===== config.mk =====
export PLATFORM = sky130hd
export DESIGN_NAME = data_mem_ctrl_flat
export DESIGN_NICKNAME = d
export VERILOG_FILES = /design/src/rtl/data_mem_ctrl_pkg.sv /design/src/rtl/data_mem_ctrl_if.sv /design/src/rtl/data_mem_ctrl_wb_fifo.sv /design/src/rtl/data_mem_ctrl.sv /design/src/flat_wrapper.sv
export SDC_FILE = /design/constraint.sdc
export NUM_CORES = 1
export LEC_CHECK = 0
export CAP_MARGIN = 20
export CORE_MARGIN = 3
export CORE_UTILIZATION = 40
export CTS_BUF_LIST = sky130_fd_sc_hd__clkbuf_4
export DETAILED_ROUTE_END_ITERATION = 6
export GPL_TIMING_DRIVEN = 0
export SLEW_MARGIN = 20
export SYNTH_ARGS = -nofsm -noshare
export SYNTH_HDL_FRONTEND = slang
export SYNTH_SLANG_ARGS = --single-unit

===== constraint.sdc =====
create_clock -name clk -period 6.35 [get_ports clk]
set_input_delay 1.27 -clock clk [delete_from_list [all_inputs] [get_ports clk]]
set_output_delay 1.27 -clock clk [all_outputs]
set_load 0.02 [all_outputs]

===== src/rtl/data_mem_ctrl_pkg.sv =====
// Shared widths, write-buffer default depth and FSM encoding for the data
// memory controller.
package data_mem_ctrl_pkg;

  localparam int ADDR_W           = 7;
  localparam int DATA_W           = 32;
  localparam int WB_DEPTH_DEFAULT = 4;

  typedef enum logic [1:0] {
    IDLE    = 2'd0,
    WR_REQ  = 2'd1,
    RD_REQ  = 2'd2,
    RD_WAIT = 2'd3
  } state_t;

endpackage


===== src/rtl/data_mem_ctrl_if.sv =====
// Core-side load/store strobes plus backing-memory request channel.
// slave = the controller; master = the core and memory around it.
interface data_mem_ctrl_if;
  import data_mem_ctrl_pkg::*;

  logic              CEN;
  logic              WEN;
  logic              OEN;
  logic [ADDR_W-1:0] A;
  logic [DATA_W-1:0] Data2Mem;
  logic [DATA_W-1:0] ReadDataMem;
  logic              stall;
  logic              mem_req;
  logic              mem_wr;
  logic [ADDR_W-1:0] mem_addr;
  logic [DATA_W-1:0] mem_wdata;
  logic              mem_ready;
  logic              mem_rvalid;
  logic [DATA_W-1:0] mem_rdata;

  modport slave (
    input  CEN, WEN, OEN, A, Data2Mem, mem_ready, mem_rvalid, mem_rdata,
    output ReadDataMem, stall, mem_req, mem_wr, mem_addr, mem_wdata
  );

  modport master (
    output CEN, WEN, OEN, A, Data2Mem, mem_ready, mem_rvalid, mem_rdata,
    input  ReadDataMem, stall, mem_req, mem_wr, mem_addr, mem_wdata
  );

endinterface


===== src/rtl/data_mem_ctrl_wb_fifo.sv =====
// Write buffer: circular FIFO of {addr, data} with an associative lookup that
// returns the youngest valid entry matching the probe address.
module wb_fifo
  import data_mem_ctrl_pkg::*;
#(
  parameter  int DEPTH = WB_DEPTH_DEFAULT,
  localparam int PTR_W = $clog2(DEPTH),
  localparam int CNT_W = PTR_W + 1
) (
  input  logic              i_clk,
  input  logic              i_rst_n,
  input  logic              i_push,
  input  logic [ADDR_W-1:0] i_push_addr,
  input  logic [DATA_W-1:0] i_push_data,
  input  logic              i_pop,
  input  logic [ADDR_W-1:0] i_lookup_addr,
  output logic              o_full,
  output logic              o_empty,
  output logic [ADDR_W-1:0] o_head_addr,
  output logic [DATA_W-1:0] o_head_data,
  output logic              o_hit,
  output logic [DATA_W-1:0] o_hit_data
);

  logic [ADDR_W-1:0] r_addr [DEPTH];
  logic [DATA_W-1:0] r_data [DEPTH];
  logic [DEPTH-1:0]  r_valid;
  logic [PTR_W-1:0]  r_head;
  logic [PTR_W-1:0]  r_tail;
  logic [CNT_W-1:0]  r_count;
  logic [PTR_W-1:0]  w_idx;

  // Push after pop so a full-buffer push into the slot just freed stays valid.
  always_ff @(posedge i_clk) begin
    if (!i_rst_n) begin
      r_head  <= '0;
      r_tail  <= '0;
      r_count <= '0;
      r_valid <= '0;
    end else begin
      if (i_pop) begin
        r_head          <= r_head + PTR_W'(1);
        r_valid[r_head] <= 1'b0;
      end
      if (i_push) begin
        r_tail          <= r_tail + PTR_W'(1);
        r_valid[r_tail] <= 1'b1;
      end
      case ({i_push, i_pop})
        2'b10:   r_count <= r_count + CNT_W'(1);
        2'b01:   r_count <= r_count - CNT_W'(1);
        default: r_count <= r_count;
      endcase
    end
  end

  always_ff @(posedge i_clk) begin
    if (i_push) begin
      r_addr[r_tail] <= i_push_addr;
      r_data[r_tail] <= i_push_data;
    end
  end

  assign o_full      = (r_count == CNT_W'(DEPTH));
  assign o_empty     = (r_count == '0);
  assign o_head_addr = r_addr[r_head];
  assign o_head_data = r_data[r_head];

  // Scan oldest to youngest; later matches overwrite earlier ones.
  always_comb begin
    o_hit      = 1'b0;
    o_hit_data = '0;
    w_idx      = '0;
    for (int i = 0; i < DEPTH; i++) begin
      w_idx = r_head + PTR_W'(i);
      if (r_valid[w_idx] && (r_addr[w_idx] == i_lookup_addr)) begin
        o_hit      = 1'b1;
        o_hit_data = r_data[w_idx];
      end
    end
  end

endmodule


===== src/rtl/data_mem_ctrl.sv =====
// Data memory controller: posted writes through a write buffer, loads served
// from the buffer on a hit or from backing memory on a miss.
//   state   | meaning
//   IDLE    | no memory request; pick read miss first, then drain
//   WR_REQ  | presenting buffer head as a write until mem_ready
//   RD_REQ  | presenting core address as a read until mem_ready
//   RD_WAIT | read accepted, waiting for mem_rvalid
module data_mem_ctrl
  import data_mem_ctrl_pkg::*;
#(
  parameter int WB_DEPTH = WB_DEPTH_DEFAULT
) (
  input logic            clk,
  input logic            rst_n,
  data_mem_ctrl_if.slave bus
);

  state_t            r_state;
  state_t            w_next;
  logic              w_wr_act;
  logic              w_rd_act;
  logic              w_rd_miss;
  logic              w_rd_done;
  logic              w_push;
  logic              w_pop;
  logic              w_full;
  logic              w_empty;
  logic              w_hit;
  logic [DATA_W-1:0] w_hit_data;
  logic [ADDR_W-1:0] w_head_addr;
  logic [DATA_W-1:0] w_head_data;
  logic              w_mem_req;
  logic              w_mem_wr;
  logic [ADDR_W-1:0] w_mem_addr;
  logic [DATA_W-1:0] w_mem_wdata;
  logic              w_stall;
  logic [DATA_W-1:0] w_rdata;

  // A simultaneous write and read strobe is treated as a write only.
  assign w_wr_act  = !bus.CEN && !bus.WEN;
  assign w_rd_act  = !bus.CEN && !bus.OEN && bus.WEN;
  assign w_rd_miss = w_rd_act && !w_hit;
  assign w_rd_done = (r_state == RD_WAIT) && bus.mem_rvalid;
  assign w_pop     = (r_state == WR_REQ) && bus.mem_ready;
  assign w_push    = w_wr_act && (!w_full || w_pop);

  wb_fifo #(.DEPTH(WB_DEPTH)) u_wb (
    .i_clk         (clk),
    .i_rst_n       (rst_n),
    .i_push        (w_push),
    .i_push_addr   (bus.A),
    .i_push_data   (bus.Data2Mem),
    .i_pop         (w_pop),
    .i_lookup_addr (bus.A),
    .o_full        (w_full),
    .o_empty       (w_empty),
    .o_head_addr   (w_head_addr),
    .o_head_data   (w_head_data),
    .o_hit         (w_hit),
    .o_hit_data    (w_hit_data)
  );

  always_ff @(posedge clk) begin
    if (!rst_n) r_state <= IDLE;
    else        r_state <= w_next;
  end

  always_comb begin
    w_next      = r_state;
    w_mem_req   = 1'b0;
    w_mem_wr    = 1'b0;
    w_mem_addr  = '0;
    w_mem_wdata = '0;
    case (r_state)
      IDLE: begin
        if (w_rd_miss)     w_next = RD_REQ;
        else if (!w_empty) w_next = WR_REQ;
      end
      WR_REQ: begin
        w_mem_req   = 1'b1;
        w_mem_wr    = 1'b1;
        w_mem_addr  = w_head_addr;
        w_mem_wdata = w_head_data;
        if (bus.mem_ready) w_next = IDLE;
      end
      RD_REQ: begin
        w_mem_req  = 1'b1;
        w_mem_addr = bus.A;
        if (bus.mem_ready) w_next = RD_WAIT;
      end
      RD_WAIT: begin
        if (bus.mem_rvalid) w_next = IDLE;
      end
      default: w_next = IDLE;
    endcase
  end

  assign w_stall = (w_wr_act && w_full && !w_pop) || (w_rd_miss && !w_rd_done);
  assign w_rdata = !w_rd_act ? '0 :
                   w_hit     ? w_hit_data :
                   w_rd_done ? bus.mem_rdata : '0;

  // Reset is synchronous, so outputs are forced quiet while rst_n is low.
  assign bus.mem_req     = rst_n && w_mem_req;
  assign bus.mem_wr      = rst_n && w_mem_wr;
  assign bus.mem_addr    = rst_n ? w_mem_addr  : '0;
  assign bus.mem_wdata   = rst_n ? w_mem_wdata : '0;
  assign bus.stall       = rst_n && w_stall;
  assign bus.ReadDataMem = rst_n ? w_rdata : '0;

endmodule


===== src/flat_wrapper.sv =====
// flat-port wrapper written by rule: the top's interface ports become plain ports
module data_mem_ctrl_flat import data_mem_ctrl_pkg::*;
#(
  parameter int WB_DEPTH = WB_DEPTH_DEFAULT
)
  (clk, rst_n, bus_CEN, bus_WEN, bus_OEN, bus_A, bus_Data2Mem, bus_mem_ready, bus_mem_rvalid, bus_mem_rdata, bus_ReadDataMem, bus_stall, bus_mem_req, bus_mem_wr, bus_mem_addr, bus_mem_wdata);
  data_mem_ctrl_if bus_i ();
  input logic clk;
  input logic rst_n;
  input wire logic [$bits(bus_i.CEN)-1:0] bus_CEN;
  input wire logic [$bits(bus_i.WEN)-1:0] bus_WEN;
  input wire logic [$bits(bus_i.OEN)-1:0] bus_OEN;
  input wire logic [$bits(bus_i.A)-1:0] bus_A;
  input wire logic [$bits(bus_i.Data2Mem)-1:0] bus_Data2Mem;
  input wire logic [$bits(bus_i.mem_ready)-1:0] bus_mem_ready;
  input wire logic [$bits(bus_i.mem_rvalid)-1:0] bus_mem_rvalid;
  input wire logic [$bits(bus_i.mem_rdata)-1:0] bus_mem_rdata;
  output wire logic [$bits(bus_i.ReadDataMem)-1:0] bus_ReadDataMem;
  output wire logic [$bits(bus_i.stall)-1:0] bus_stall;
  output wire logic [$bits(bus_i.mem_req)-1:0] bus_mem_req;
  output wire logic [$bits(bus_i.mem_wr)-1:0] bus_mem_wr;
  output wire logic [$bits(bus_i.mem_addr)-1:0] bus_mem_addr;
  output wire logic [$bits(bus_i.mem_wdata)-1:0] bus_mem_wdata;
  assign bus_i.CEN = bus_CEN;
  assign bus_i.WEN = bus_WEN;
  assign bus_i.OEN = bus_OEN;
  assign bus_i.A = bus_A;
  assign bus_i.Data2Mem = bus_Data2Mem;
  assign bus_i.mem_ready = bus_mem_ready;
  assign bus_i.mem_rvalid = bus_mem_rvalid;
  assign bus_i.mem_rdata = bus_mem_rdata;
  assign bus_ReadDataMem = bus_i.ReadDataMem;
  assign bus_stall = bus_i.stall;
  assign bus_mem_req = bus_i.mem_req;
  assign bus_mem_wr = bus_i.mem_wr;
  assign bus_mem_addr = bus_i.mem_addr;
  assign bus_mem_wdata = bus_i.mem_wdata;
  data_mem_ctrl #(.WB_DEPTH(WB_DEPTH)) u_core (.clk(clk), .rst_n(rst_n), .bus(bus_i));
endmodule

==> reports/results.txt <==
Mapped Area: 0.0115 mm²
number of global-route vias before repair: 9036
cts bufs inserted: 17
crit path DAT: 4970 ps
Area growth syn-to-layout: 22.5%
synthesized flop and latch total: 171
fin crit period: 6240 ps
die span in x: 176 µm
cells after synthesis: 815
Via Count: 8868
Final period util: 0.983
gr usage total: 0.241
CTS tree: done
final hold vios: 0
vias per cell: 6.42
cell taking the most area after synthesis: edfxtp_1
Initial Util: 0.410
sequential cell area fraction in the yosys report: 0.433
DR WL/cell: 26.9 µm
Synth area leaders: edfxtp_1, mux4_2, dfxtp_1
CP bufs+invs: 4
Comb pwr share: 0.346
syn_area_per_cell: 14.1 µm²
CP Max Fanout: 10
pins over their slew limit: 0
Core Util, Final: 0.502
core area: 0.0281 mm²
Clk Latency, worst-skew pair: 600 ps
fraction of layout cells with a size suffix above 1: 0.249
Leak: 4.16 nW
Reg power frac: 0.425
dominant synthesized flop cell: edfxtp_1
asr flop ratio synth: 0
Peak supply drop: 0.108 mV
Worst path max stage delay: 700 ps
max_cap viols: 0
RSZ-0062 raised after global routing: yes
Clock Power Share: 0.229
Root Driver: clkbuf_4
clock-pin slew on the worst setup and hold paths: 150 ps
net switching power: 1.04 mW
Layout Nets: 1082
synth unique cells: 48
non-filler cells, final: 1382
Worst EP required: 5080 ps
CP max stage cell: clkdlybuf4s50_1
Startpoint Class: input port
die footprint: 0.0308 mm²
std cell rows: 61
I/O pins: 152
Sink Count: 171
initial drt markers: 1281
most common cell after layout, fill and taps aside: edfxtp_1
status: completed
Max transition margin: 0.328
post-synth top area share: 0.407
Mapped Nets: 907
Post-DRT Antenna Nets: 0
switching share of power: 0.337
crit path cell chain: clkdlybuf4s50_1, buf_2, xor2_1, nand4_1, o32ai_4, a21bo_4, buf_2, nor2_2, a2111oi_2, clkdlybuf4s50_1
sum of negative setup slack: 0 ps
Crit path max-delay family: buffers and inverters
f_max: 160 MHz
Synth Warn #: 0
DRT Pass-1 Iters: 5
HP Class: reg -> reg
Cells after DPL: 1348
antenna violations before repair: 3
number of synthesized flops with an enable pin: 156
residual DRC count: 0
Pint: 2.06 mW
Worst Tran Pin Value: 1010 ps
htree depth: 4
Placer Congestion: 0.848
HPWL after DPL: 25600 µm
layout filler cell count: 2505
chip height: 176 µm
final setup fails: 0
commonest non-fill, non-tap cells in the layout: edfxtp_1, clkdlybuf4s50_1, mux4_2
Setup Skew: 26.3 ps
Hold Buf Count CTS: 0
total gr overflow: 0
largest net degree at the start of global routing: 33
final WL: 37200 µm
PwrDens: 220 mW/mm²
Max clock buf depth: 2
Setup CP Type: in -> out
global-route wire length before repair: 55900 µm
Setup crit end kind: primary output
port bufs: 151
final cells by class:
cell class / instances / area [µm²] / area share
Inverter: 12 / 45.0 / 0.00320
Antenna cell: 1 / 2.50 / 0.000178
Buffer: 84 / 408 / 0.0289
Tap cell: 378 / 473 / 0.0336
Multi-Input combinational cell: 547 / 6240 / 0.442
Timing Repair Buffer: 157 / 1620 / 0.115
Clock inverter: 15 / 196 / 0.0139
Clock buffer: 17 / 128 / 0.00905
Sequential cell: 171 / 4980 / 0.354
worst reg2reg max path: cells and delay by family, from the launching register on:
family                   cells  cell delay (ps)
AO/OA/AOI/OAI                3              480
XOR/XNOR                     1              180
adder cells (fa/ha/maj)      1              430
buffers and inverters        4              950
flip-flops                   1              560
multiplexers                 1              350
AND/OR/NAND/NOR              1              500
worst paths after layout:
check                         start                endpoint  slack (ps)  cells past startpoint
max reg2reg   u_core.u_wb.r_head[1]       u_core.r_state[0]        2810                     11
min reg2reg  u_core.u_wb.r_count[1]  u_core.u_wb.r_count[1]         540                      2
max                        bus_A[1]     bus_ReadDataMem[19]         110                     10
min          u_core.u_wb.r_count[1]  u_core.u_wb.r_count[1]         540                      2
metrics by stage:
step	setup WS (ps)	total power [mW]	hold slack [ps]	cell area, µm²
6_report	110	3.10	536	14100
5_1_grt	-4.80	3.24	572	14100
4_1_cts	3.02	3.11	538	14000
3_5_place_dp	-416	2.40	521	13600
3_3_place_gp	-437	2.39	505	13500
2_1_floorplan	1550	2.06	491	11500
power groups by stage:
| stage | sequential, mW | clock [mW] | combinational [mW] |
|---|---|---|---|
| floorplan | 1.33 | 0 | 0.728 |
| global placement | 1.34 | 0 | 1.05 |
| detailed placement | 1.34 | 0 | 1.06 |
| CTS | 1.32 | 0.721 | 1.07 |
| global route | 1.32 | 0.768 | 1.15 |
| finish | 1.32 | 0.710 | 1.07 |
kinds of logic after synthesis:
| family | after synthesis | share of synthesized area |
|---|---|---|
| and+or+nand+nor | 201 | 0.0981 |
| adders and majority gates | 14 | 0.0159 |
| buffers and inverters | 97 | 0.0366 |
| DFF | 171 | 0.433 |
| xor gates and xnor gates | 38 | 0.0289 |
| muxes | 157 | 0.294 |
| AOI/OAI and AO/OA | 137 | 0.0932 |
timing repair:
item                       4_1_cts  5_1_grt
buffers inserted                 1        1
setup endpoints to repair       32       32
gates resized for setup         24       24
pin swaps                        3        2
registers in the layout, indices dropped and copies added (netlist names), named ones only:
register and flops:
u_core.r_state 2, u_core.u_wb.r_addr 28, u_core.u_wb.r_count 3, u_core.u_wb.r_data 128
u_core.u_wb.r_head 2, u_core.u_wb.r_tail 2, u_core.u_wb.r_valid 4
cells in the mapped netlist, types with 7 or more instances:
master and number:
edfxtp_1 156, mux4_2 145, clkbuf_1 50, and2_1 40
a211oi_1 34, nor3b_1 33, nor2_1 31, nor4_1 31
nor3_1 29, a2111oi_0 28, o21bai_1 28, nand2_1 22
buf_2 19, xnor2_1 19, xor2_1 19, dfxtp_1 15
ha_1 13, inv_1 12, mux2i_1 12, a21oi_1 11
buf_1 10, a22oi_1 7
metal layers:
| layer | wire length (µm) | GRT usage | vias up | share of wire |
|---|---|---|---|---|
| li1 | - | - | 3758 | - |
| met1 | 15600 | 0.348 | 4514 | 0.42 |
| met2 | 17200 | 0.372 | 534 | 0.46 |
| met3 | 3440 | 0.0508 | 58 | 0.093 |
| met4 | 818 | 0.0699 | 4 | 0.022 |
| met5 | 23 | 0 | - | 0.00062 |
No activity file was read; power rests on OpenSTA's default activity.
